## config.mk

```make
export PLATFORM = sky130hd
export DESIGN_NAME = if_fetch_stage_flat
export DESIGN_NICKNAME = d
export VERILOG_FILES = /design/src/rtl/if_fetch_stage_pkg.sv /design/src/rtl/if_fetch_stage_if.sv /design/src/rtl/if_fetch_stage_npc.sv /design/src/rtl/if_fetch_stage.sv /design/src/flat_wrapper.sv
export SDC_FILE = /design/constraint.sdc
export NUM_CORES = 1
export LEC_CHECK = 0
export BUFFER_PORTS_ARGS = -buffer_cell sky130_fd_sc_hd__clkbuf_2
export CAP_MARGIN = 20
export CELL_PAD_IN_SITES_DETAIL_PLACEMENT = 1
export CELL_PAD_IN_SITES_GLOBAL_PLACEMENT = 2
export CORE_ASPECT_RATIO = 0.75
export CORE_MARGIN = 2
export CORE_UTILIZATION = 28
export CTS_CLUSTER_SIZE = 10
export DETAILED_ROUTE_END_ITERATION = 10
export GPL_ROUTABILITY_DRIVEN = 0
export GPL_TIMING_DRIVEN = 0
export HOLD_SLACK_MARGIN = 0.1
export PLACE_DENSITY = 0.83
export SETUP_SLACK_MARGIN = 0.02
export SYNTH_ARGS = -nofsm -noshare
export SYNTH_HDL_FRONTEND = slang
export SYNTH_SLANG_ARGS = --single-unit
```

## constraint.sdc

```tcl
create_clock -name clk -period 3.1 [get_ports clk]
set_clock_uncertainty 0.05 [all_clocks]
set_input_delay 0.31 -clock clk [delete_from_list [all_inputs] [get_ports clk]]
set_output_delay 0.31 -clock clk [all_outputs]
set_load 0.02 [all_outputs]
```

## src/rtl/if_fetch_stage_pkg.sv

```systemverilog
// Shared declarations for the instruction-fetch stage: FSM encodings,
// bubble encoding and the default reset fetch address.
package if_fetch_stage_pkg;

  localparam logic [1:0] FS_BOOT  = 2'd0;
  localparam logic [1:0] FS_REQ   = 2'd1;
  localparam logic [1:0] FS_HOLD  = 2'd2;
  localparam logic [1:0] FS_DRAIN = 2'd3;

  localparam logic [31:0] INST_NOP     = 32'h0000_0000;
  localparam logic [31:0] RESET_PC_DEF = 32'h0000_3000;

  function automatic logic [31:0] word_align(input logic [31:0] addr);
    return {addr[31:2], 2'b00};
  endfunction

endpackage

```

## src/rtl/if_fetch_stage_if.sv

```systemverilog
// Handshaked instruction-memory port: request/address held stable until
// the cycle in which the memory answers with imem_valid.
interface if_fetch_stage_if;
  logic        imem_req;
  logic [31:0] imem_addr;
  logic        imem_valid;
  logic [31:0] imem_rdata;

  modport master (output imem_req, output imem_addr,
                  input  imem_valid, input imem_rdata);
  modport slave  (input  imem_req, input imem_addr,
                  output imem_valid, output imem_rdata);
endinterface

```

## src/rtl/if_fetch_stage_npc.sv

```systemverilog
// Redirect detection and next-PC selection: branch target beats jump
// target, otherwise the sequential successor of the current request.
module fetch_npc
  import if_fetch_stage_pkg::*;
(
  input  logic        PC_B,
  input  logic        PC_J,
  input  logic [31:0] br_target,
  input  logic [25:0] j_index,
  input  logic [31:0] IFID_pc4,
  input  logic [31:0] req_addr,
  output logic [31:0] npc,
  output logic        redirect
);

  logic [31:0] w_j_target;
  logic        w_unused;

  assign w_j_target = {IFID_pc4[31:28], j_index, 2'b00};
  assign redirect   = PC_B | PC_J;
  assign w_unused   = ^{IFID_pc4[27:0], br_target[1:0]};

  always_comb begin
    if (PC_B)      npc = word_align(br_target);
    else if (PC_J) npc = w_j_target;
    else           npc = req_addr + 32'd4;
  end

endmodule

```

## src/rtl/if_fetch_stage.sv

```systemverilog
// MIPS IF stage: owns the PC, runs the imem handshake FSM, buffers one
// word across stalls and drops responses made stale by a redirect.
module if_fetch_stage
  import if_fetch_stage_pkg::*;
#(
  parameter logic [31:0] RESET_PC = RESET_PC_DEF
) (
  input  logic              clk,
  input  logic              rst_n,
  input  logic              PC_Write,
  input  logic              IFID_Write,
  input  logic              IFID_Clear,
  input  logic              PC_B,
  input  logic [31:0]       br_target,
  input  logic              PC_J,
  input  logic [25:0]       j_index,
  if_fetch_stage_if.master  imem,
  output logic [31:0]       IFID_inst,
  output logic [31:0]       IFID_pc4,
  output logic              IFID_valid
);

  logic [1:0]  r_state, w_state_nxt;
  logic [31:0] r_pc, w_pc_nxt;
  logic [31:0] r_req_addr, w_req_addr_nxt;
  logic [31:0] r_hold_inst, w_hold_inst_nxt;
  logic        r_hold_valid, w_hold_valid_nxt;
  logic [31:0] r_ifid_inst, w_ifid_inst_nxt;
  logic [31:0] r_ifid_pc4, w_ifid_pc4_nxt;
  logic        r_ifid_valid, w_ifid_valid_nxt;

  logic [31:0] w_npc;
  logic        w_redirect;
  logic        w_req;
  logic        w_accept;
  logic        w_stall;

  fetch_npc u_npc (
    .PC_B      (PC_B),
    .PC_J      (PC_J),
    .br_target (br_target),
    .j_index   (j_index),
    .IFID_pc4  (r_ifid_pc4),
    .req_addr  (r_req_addr),
    .npc       (w_npc),
    .redirect  (w_redirect)
  );

  assign w_req          = (r_state == FS_REQ) || (r_state == FS_DRAIN);
  assign w_accept       = w_req & imem.imem_valid;
  assign w_stall        = ~PC_Write | ~IFID_Write;
  assign imem.imem_req  = w_req;
  assign imem.imem_addr = r_req_addr;
  assign IFID_inst      = r_ifid_inst;
  assign IFID_pc4       = r_ifid_pc4;
  assign IFID_valid     = r_ifid_valid;

  always_comb begin
    w_state_nxt      = r_state;
    w_pc_nxt         = r_pc;
    w_req_addr_nxt   = r_req_addr;
    w_hold_inst_nxt  = r_hold_inst;
    w_hold_valid_nxt = r_hold_valid;
    // Cycles that deliver nothing insert a bubble unless ID is frozen.
    w_ifid_inst_nxt  = IFID_Write ? INST_NOP : r_ifid_inst;
    w_ifid_pc4_nxt   = IFID_Write ? 32'h0    : r_ifid_pc4;
    w_ifid_valid_nxt = IFID_Write ? 1'b0     : r_ifid_valid;

    case (r_state)
      FS_BOOT: begin
        w_pc_nxt       = w_redirect ? w_npc : r_pc;
        w_req_addr_nxt = w_redirect ? w_npc : r_pc;
        w_state_nxt    = FS_REQ;
      end
      FS_REQ: begin
        if (w_accept) begin
          if (w_redirect) begin
            w_pc_nxt       = w_npc;
            w_req_addr_nxt = w_npc;
          end else if (w_stall) begin
            w_hold_inst_nxt  = imem.imem_rdata;
            w_hold_valid_nxt = 1'b1;
            w_state_nxt      = FS_HOLD;
          end else begin
            w_ifid_inst_nxt  = imem.imem_rdata;
            w_ifid_pc4_nxt   = w_npc;
            w_ifid_valid_nxt = 1'b1;
            w_pc_nxt         = w_npc;
            w_req_addr_nxt   = w_npc;
          end
        end else if (w_redirect) begin
          // The old request stays on the bus until answered, then is dropped.
          w_pc_nxt    = w_npc;
          w_state_nxt = FS_DRAIN;
        end
      end
      FS_HOLD: begin
        if (w_redirect) begin
          w_hold_valid_nxt = 1'b0;
          w_pc_nxt         = w_npc;
          w_req_addr_nxt   = w_npc;
          w_state_nxt      = FS_REQ;
        end else if (!w_stall) begin
          w_ifid_inst_nxt  = r_hold_inst;
          w_ifid_pc4_nxt   = w_npc;
          w_ifid_valid_nxt = 1'b1;
          w_hold_valid_nxt = 1'b0;
          w_pc_nxt         = w_npc;
          w_req_addr_nxt   = w_npc;
          w_state_nxt      = FS_REQ;
        end
      end
      FS_DRAIN: begin
        w_pc_nxt = w_redirect ? w_npc : r_pc;
        if (w_accept) begin
          w_req_addr_nxt = w_redirect ? w_npc : r_pc;
          w_state_nxt    = FS_REQ;
        end
      end
      default: w_state_nxt = FS_BOOT;
    endcase

    if (w_redirect || IFID_Clear) begin
      w_ifid_inst_nxt  = INST_NOP;
      w_ifid_pc4_nxt   = 32'h0;
      w_ifid_valid_nxt = 1'b0;
    end
  end

  always_ff @(posedge clk) begin
    if (!rst_n) begin
      r_state      <= FS_BOOT;
      r_pc         <= RESET_PC;
      r_req_addr   <= RESET_PC;
      r_hold_valid <= 1'b0;
      r_ifid_inst  <= INST_NOP;
      r_ifid_pc4   <= 32'h0;
      r_ifid_valid <= 1'b0;
    end else begin
      r_state      <= w_state_nxt;
      r_pc         <= w_pc_nxt;
      r_req_addr   <= w_req_addr_nxt;
      r_hold_valid <= w_hold_valid_nxt;
      r_ifid_inst  <= w_ifid_inst_nxt;
      r_ifid_pc4   <= w_ifid_pc4_nxt;
      r_ifid_valid <= w_ifid_valid_nxt;
    end
  end

  always_ff @(posedge clk) begin
    r_hold_inst <= w_hold_inst_nxt;
  end

endmodule

```

## src/flat_wrapper.sv

```systemverilog
// flat-port wrapper written by rule: the top's interface ports become plain ports
module if_fetch_stage_flat import if_fetch_stage_pkg::*;
#(
  parameter logic [31:0] RESET_PC = RESET_PC_DEF
)
  (clk, rst_n, PC_Write, IFID_Write, IFID_Clear, PC_B, br_target, PC_J, j_index, IFID_inst, IFID_pc4, IFID_valid, imem_imem_req, imem_imem_addr, imem_imem_valid, imem_imem_rdata);
  if_fetch_stage_if imem_i ();
  input  logic clk;
  input  logic rst_n;
  input  logic PC_Write;
  input  logic IFID_Write;
  input  logic IFID_Clear;
  input  logic PC_B;
  input  logic [31:0] br_target;
  input  logic PC_J;
  input  logic [25:0] j_index;
  output logic [31:0] IFID_inst;
  output logic [31:0] IFID_pc4;
  output logic IFID_valid;
  output wire logic [$bits(imem_i.imem_req)-1:0] imem_imem_req;
  output wire logic [$bits(imem_i.imem_addr)-1:0] imem_imem_addr;
  input wire logic [$bits(imem_i.imem_valid)-1:0] imem_imem_valid;
  input wire logic [$bits(imem_i.imem_rdata)-1:0] imem_imem_rdata;
  assign imem_imem_req = imem_i.imem_req;
  assign imem_imem_addr = imem_i.imem_addr;
  assign imem_i.imem_valid = imem_imem_valid;
  assign imem_i.imem_rdata = imem_imem_rdata;
  if_fetch_stage #(.RESET_PC(RESET_PC)) u_core (.clk(clk), .rst_n(rst_n), .PC_Write(PC_Write), .IFID_Write(IFID_Write), .IFID_Clear(IFID_Clear), .PC_B(PC_B), .br_target(br_target), .PC_J(PC_J), .j_index(j_index), .imem(imem_i), .IFID_inst(IFID_inst), .IFID_pc4(IFID_pc4), .IFID_valid(IFID_valid));
endmodule
```

# --- Word-level counts from Yosys, hierarchy flattened ---
# Index checks and enable logic that the tools add are counted.
totals:
  out_inout_bits: 98
  reg_bits: 163
  wordCells: 69
  inputBits: 98
op_classes:
  reduce_logical: 8
  eq_ne: 9
  n_mux: 37
  n_bitwise: 7
  n_addsub: 1
op_table:
  columns: ["op", "count"]
  rows:
  - ["$mux 32", 20]
  - ["$pmux 32 s2", 2]
  - ["$pmux 32 s4", 1]
  - ["$pmux 32 s3", 1]
  - ["$add 32x3->32 const B", 1]
  - ["$mux 2", 7]
  - ["$pmux 2 s4", 1]
  - ["$ne 3x1->1 const B", 2]
  - ["$reduce_and 5->1", 1]
  - ["$eq 2x2->1 const B", 2]
  - ["$mux 1", 4]
  - ["$ne 2x1->1 const B", 2]
  - ["$not 1->1", 4]
  - ["$reduce_and 4->1", 1]
  - ["$reduce_or 2->1", 2]
  - ["$ne 3x2->1 const B", 1]
  - ["$ne 3x3->1 const B", 1]
  - ["$eq 2x1->1 const B", 1]
  - ["$logic_not 2->1", 1]
  - ["$logic_or 1x1->1", 2]
  - ["$or 1x1->1", 2]
  - ["$pmux 1 s2", 1]
  - ["$reduce_and 2->1", 1]
  - ["$and 1x1->1", 1]

# --- Longest topological paths before layout ---
logic_depth:
  word_depth: 7
  mapped_depth: 10
  depth_no_buf: 8

# --- Hierarchy ---
# A second synthesis with hierarchy kept.
unflattened:
  hier_cells: 754
  area_unflattened_um2: 7644.8
by_module_without_submodules:
  columns: ["module", "area_per_inst_um2", "instances", "seq_area_each_um2", "cells_per_inst"]
  rows:
  - ["if_fetch_stage", 6535.0, 1, 3583.4, 578]
  - ["fetch_npc", 1109.8, 1, 0.0, 176]

# --- Worst setup path before layout ---
# Ideal clock, no wire load.
synth_timing:
  path_type: "input-to-reg"
  startpoint: "input port PC_J"
  endpoint: "register u_core.r_hold_inst[0], enable pin"
  n_path_buf: 4
  setup_ns: 0.421
  arrival_time_ns: 2.715
  path_slack_ns: -0.086
  t_required_ns: 2.629
  stages: 6
  path_cell_list: "clkbuf_1 -> buf_2 -> a211o_1 -> clkbuf_1 -> clkbuf_1 -> nor2_1"
synth_via:
  elab_chain_len: 3
synth_rtl:
  columns: ["element", "line_no", "text"]
  rows:
  - ["start, declared", "flat_wrapper.sv:15", "input logic PC_J;"]
  - ["$or 1x1->1", "if_fetch_stage_npc.sv:20", "assign redirect = PC_B | PC_J;"]
  - ["$not 1->1 (no line)", null, null]
  - ["$reduce_and 4->1 (no line)", null, null]
  - ["end signal, assigned", "if_fetch_stage.sv:151", "r_hold_inst <= w_hold_inst_nxt;"]
  - ["end, declared", "if_fetch_stage.sv:26", "logic [31:0] r_hold_inst, w_hold_inst_nxt;"]
# No other way between the ends.
# A chain may end at the register's enable or synchronous reset.

# --- Worst setup path after layout ---
layout_timing:
  startpoint: "register u_core.r_state[1]"
  endpoint: "register u_core.r_req_addr[4] (netlist: u_core.imem.imem_addr[4])"
layout_via:
  elab_chain_len: 5
  word_cells_on_any_way: 10
  classes_between: "eq/ne (5); mux (1); bitwise (1); reduce/logical (3)"
layout_rtl:
  columns: ["element", "line_no", "text"]
  rows:
  - ["start, declared", "if_fetch_stage.sv:23", "logic [1:0] r_state, w_state_nxt;"]
  - ["start signal, assigned", "if_fetch_stage.sv:140", "r_state <= w_state_nxt;"]
  - ["$eq 2x1->1 or $eq 2x2->1 (tied branches)", "if_fetch_stage.sv:49, if_fetch_stage.sv:69", null]
  - ["$logic_or 1x1->1", "if_fetch_stage.sv:49", "assign w_req = (r_state == FS_REQ) || (r_state == FS_DRAIN);"]
  - ["$and 1x1->1", "if_fetch_stage.sv:50", "assign w_accept = w_req & imem.imem_valid;"]
  - ["$ne 2x1->1 (no line)", null, null]
  - ["$reduce_and 2->1 (no line)", null, null]
  - ["end signal, assigned", "if_fetch_stage.sv:142", "r_req_addr <= w_req_addr_nxt;"]
  - ["end, declared", "if_fetch_stage.sv:25", "logic [31:0] r_req_addr, w_req_addr_nxt;"]
# Several ways; a longest one is shown, not always the timed one.

==> results.cfg <==
[yosys]
synth-main-ff-cell = dfxtp_1
synth_nets = 1269
synth_seq_cells = 163
synth_seq_area_share_pct = 39.1
yosysTopAreaCell = dfxtp_1
synth-edff-count = 32
netlist-cell-type-count = 77
synthTopCellsByArea = dfxtp_1, edfxtp_1, nand2_1
synth_warnings = 0
syn_inst = 1166
syn_area_sq_um = 9160
avgSynthCellArea_sq_um = 7.86
synth_top_cell_area_share_pct = 28.6
synth_async_sr_flop_share_pct = 0

[detailed_routing]
drtIter0Drc = 1220
dr.pass1.iters = 5
via_per_inst = 5.95
dr_total_vias = 11100
postRouteAntennaNets = 0
routed_wl_um = 50000
drc = 0
wl_per_cell_um = 26.8

[run_status]
violations = setup timing
status = finished with violations

[global_route]
grt_pass1_wl_um = 71600
grt_max_degree = 30
grt-ovfl-total = 0
grt_util_all_layers_pct = 28.8
grt_pass1_vias = 10800
antenna_found_initial = 2

[finish]
n_fill_cell = 3986
antenna_cells = 0
area_growth_pct = 27.1
fin_area_sq_um = 11600
fin_nets = 1512
final_common_cell = clkbuf_2
layout_common_cells = clkbuf_2, nand2_1, dfxtp_1
drive_gt1_share_pct = 19.7

[clocking]
cts_sinks = 163
ctsHtreeMaxLevel = 4
clock_latency_ns = 0.46
cts_root_buffer = clkbuf_16
cts_buffers = 17
clkTransAtPathRegs_ns = 0.09
tritoncts = done
clockBufferDepth = 2

[placement]
dpl_cell_area_sq_um = 10700
post-dp-hpwl_um = 36500
io_buffers = 190

[pwr]
cellLeakagePower_nw = 4.39
p_per_area_nw_per_um2 = 538
ir_drop_uv = 305

[timing]
period_minus_slack_ns = 3.18
setup_slack_ns = -0.0755
hold_violations = 0
drv_slew = 0
slew_headroom_pct = 25.5
min_period_over_period_pct = 102
setup-violations-final = 1
setup-tns-final_ns = -0.0755
rsz0062_at_grt = no
fmax_ghz = 0.315
worst_slew_pin_slew_ns = 1.12

[worst_setup_path]
worstPathRequired_ns = 3.38
cp.arrival_ns = 3.45
crit_path_start_kind = register
path_class = reg -> reg
crit_path_end_kind = register
cp_max_fo = 9

[min_path]
holdCritPathClass = in -> reg

[die]
ios = 196
die-area_sq_um = 34200
start_util_pct = 28.4
die_w_um = 213
core_area_sq_um = 32300
die_h_um = 161
rows = 57

[run]
maxCapViolations = 0
[sequential cells by signal (all words and copies together), names as in the netlist]
signal and cells:
u_core.IFID_valid 1, u_core.imem.imem_addr 32, u_core.IFID_pc4 32, u_core.r_state 2
u_core.r_pc 32, u_core.IFID_inst 32, u_core.r_hold_inst 32
[critical path: stages (launching register included)]
cell and delay (ns):
dfxtp_1 0.39, inv_1 0.09, ha_1 0.19, clkbuf_1 0.23, nor2_1 0.21, inv_1 0.09
a22oi_1 0.73, nand2_1 0.53, o21ai_0 0.52
[cells in the mapped netlist, types with 18 or more instances]
master and count:
dfxtp_1 131, inv_1 21, a21oi_1 92, buf_2 18, nand2_1 144, mux2i_1 28
a22oi_1 57, o21ai_0 104, nor3_1 30, o22ai_1 18, clkbuf_1 67, nor2_1 127
edfxtp_1 32, nand3_1 36
[routing by layer]
metal / vias to the layer above / share of wire [%] / track usage [%]
met5: - / 0.026 / 0
met4: 2 / 4.0 / 12.0
met3: 140 / 10 / 7.27
met2: 675 / 41 / 41.2
met1: 5463 / 44 / 40.8
li1: 4802 / - / -
[repair_timing]
| action | CTS | global route |
|---|---|---|
| hold endpoints to repair | 35 | 0 |
| gates resized for setup | 7 | 18 |
| setup buffers | 0 | 0 |
| endpoints found under the setup margin | 28 | 51 |
| hold buffers | 32 | 0 |
[final timing paths]
check / slack, ns / from / end / cells after the start
min: 0.17 / br_target[9] / u_core.r_pc[9] / 3
min reg2reg: 0.41 / u_core.IFID_inst[8] / u_core.IFID_inst[8] / 2
max reg2reg: -0.08 / u_core.r_state[1] / u_core.imem.imem_addr[4] / 8
max: -0.08 / u_core.r_state[1] / u_core.imem.imem_addr[4] / 8
[layout make-up]
type	count	area, sq um	share of cell area (%)
Tap cell	442	553	4.75
Clock inverter	15	160	1.38
Multi-Input combinational cell	886	5140	44.1
Timing Repair Buffer	225	1310	11.2
Buffer	94	398	3.42
Sequential cell	163	3580	30.8
Inverter	22	82.6	0.709
Clock buffer	17	425	3.65
[power breakdown]
group / total (mW) / switching, mW / leakage (nW) / internal (mW)
registers: 2.50 / 0.205 / 1.36 / 2.29
logic: 1.54 / 1.07 / 2.75 / 0.465
clock network: 2.23 / 1.15 / 0.286 / 1.09
total: 6.27 / 2.42 / 4.39 / 3.84
[logic make-up after synthesis]
family / Yosys count / share of synthesized area, %
and+or+nand+nor: 442 / 22.9
AOI/OAI and AO/OA: 401 / 28.2
DFF: 163 / 39.1
buffers and inverters: 117 / 5.04
muxes: 30 / 3.31
xor gates and xnor gates: 8 / 0.765
adders and majority gates: 5 / 0.683
[per-stage QoR]
stage,hold slack [ns],std cells,power [mW],util (%),worst slack [ns]
final,0.170,1864,6.27,36.0,-0.0755
after floorplan,0.359,1166,3.30,-,0.437
after global placement,0.386,1798,3.94,33.0,-0.962
after CTS,0.149,1864,6.21,36.0,0.0213
after detailed placement,0.396,1801,3.98,33.1,-0.936
after global routing,0.190,1864,6.45,36.0,0.0259
Note: power is estimated with default switching activity, not from simulation.
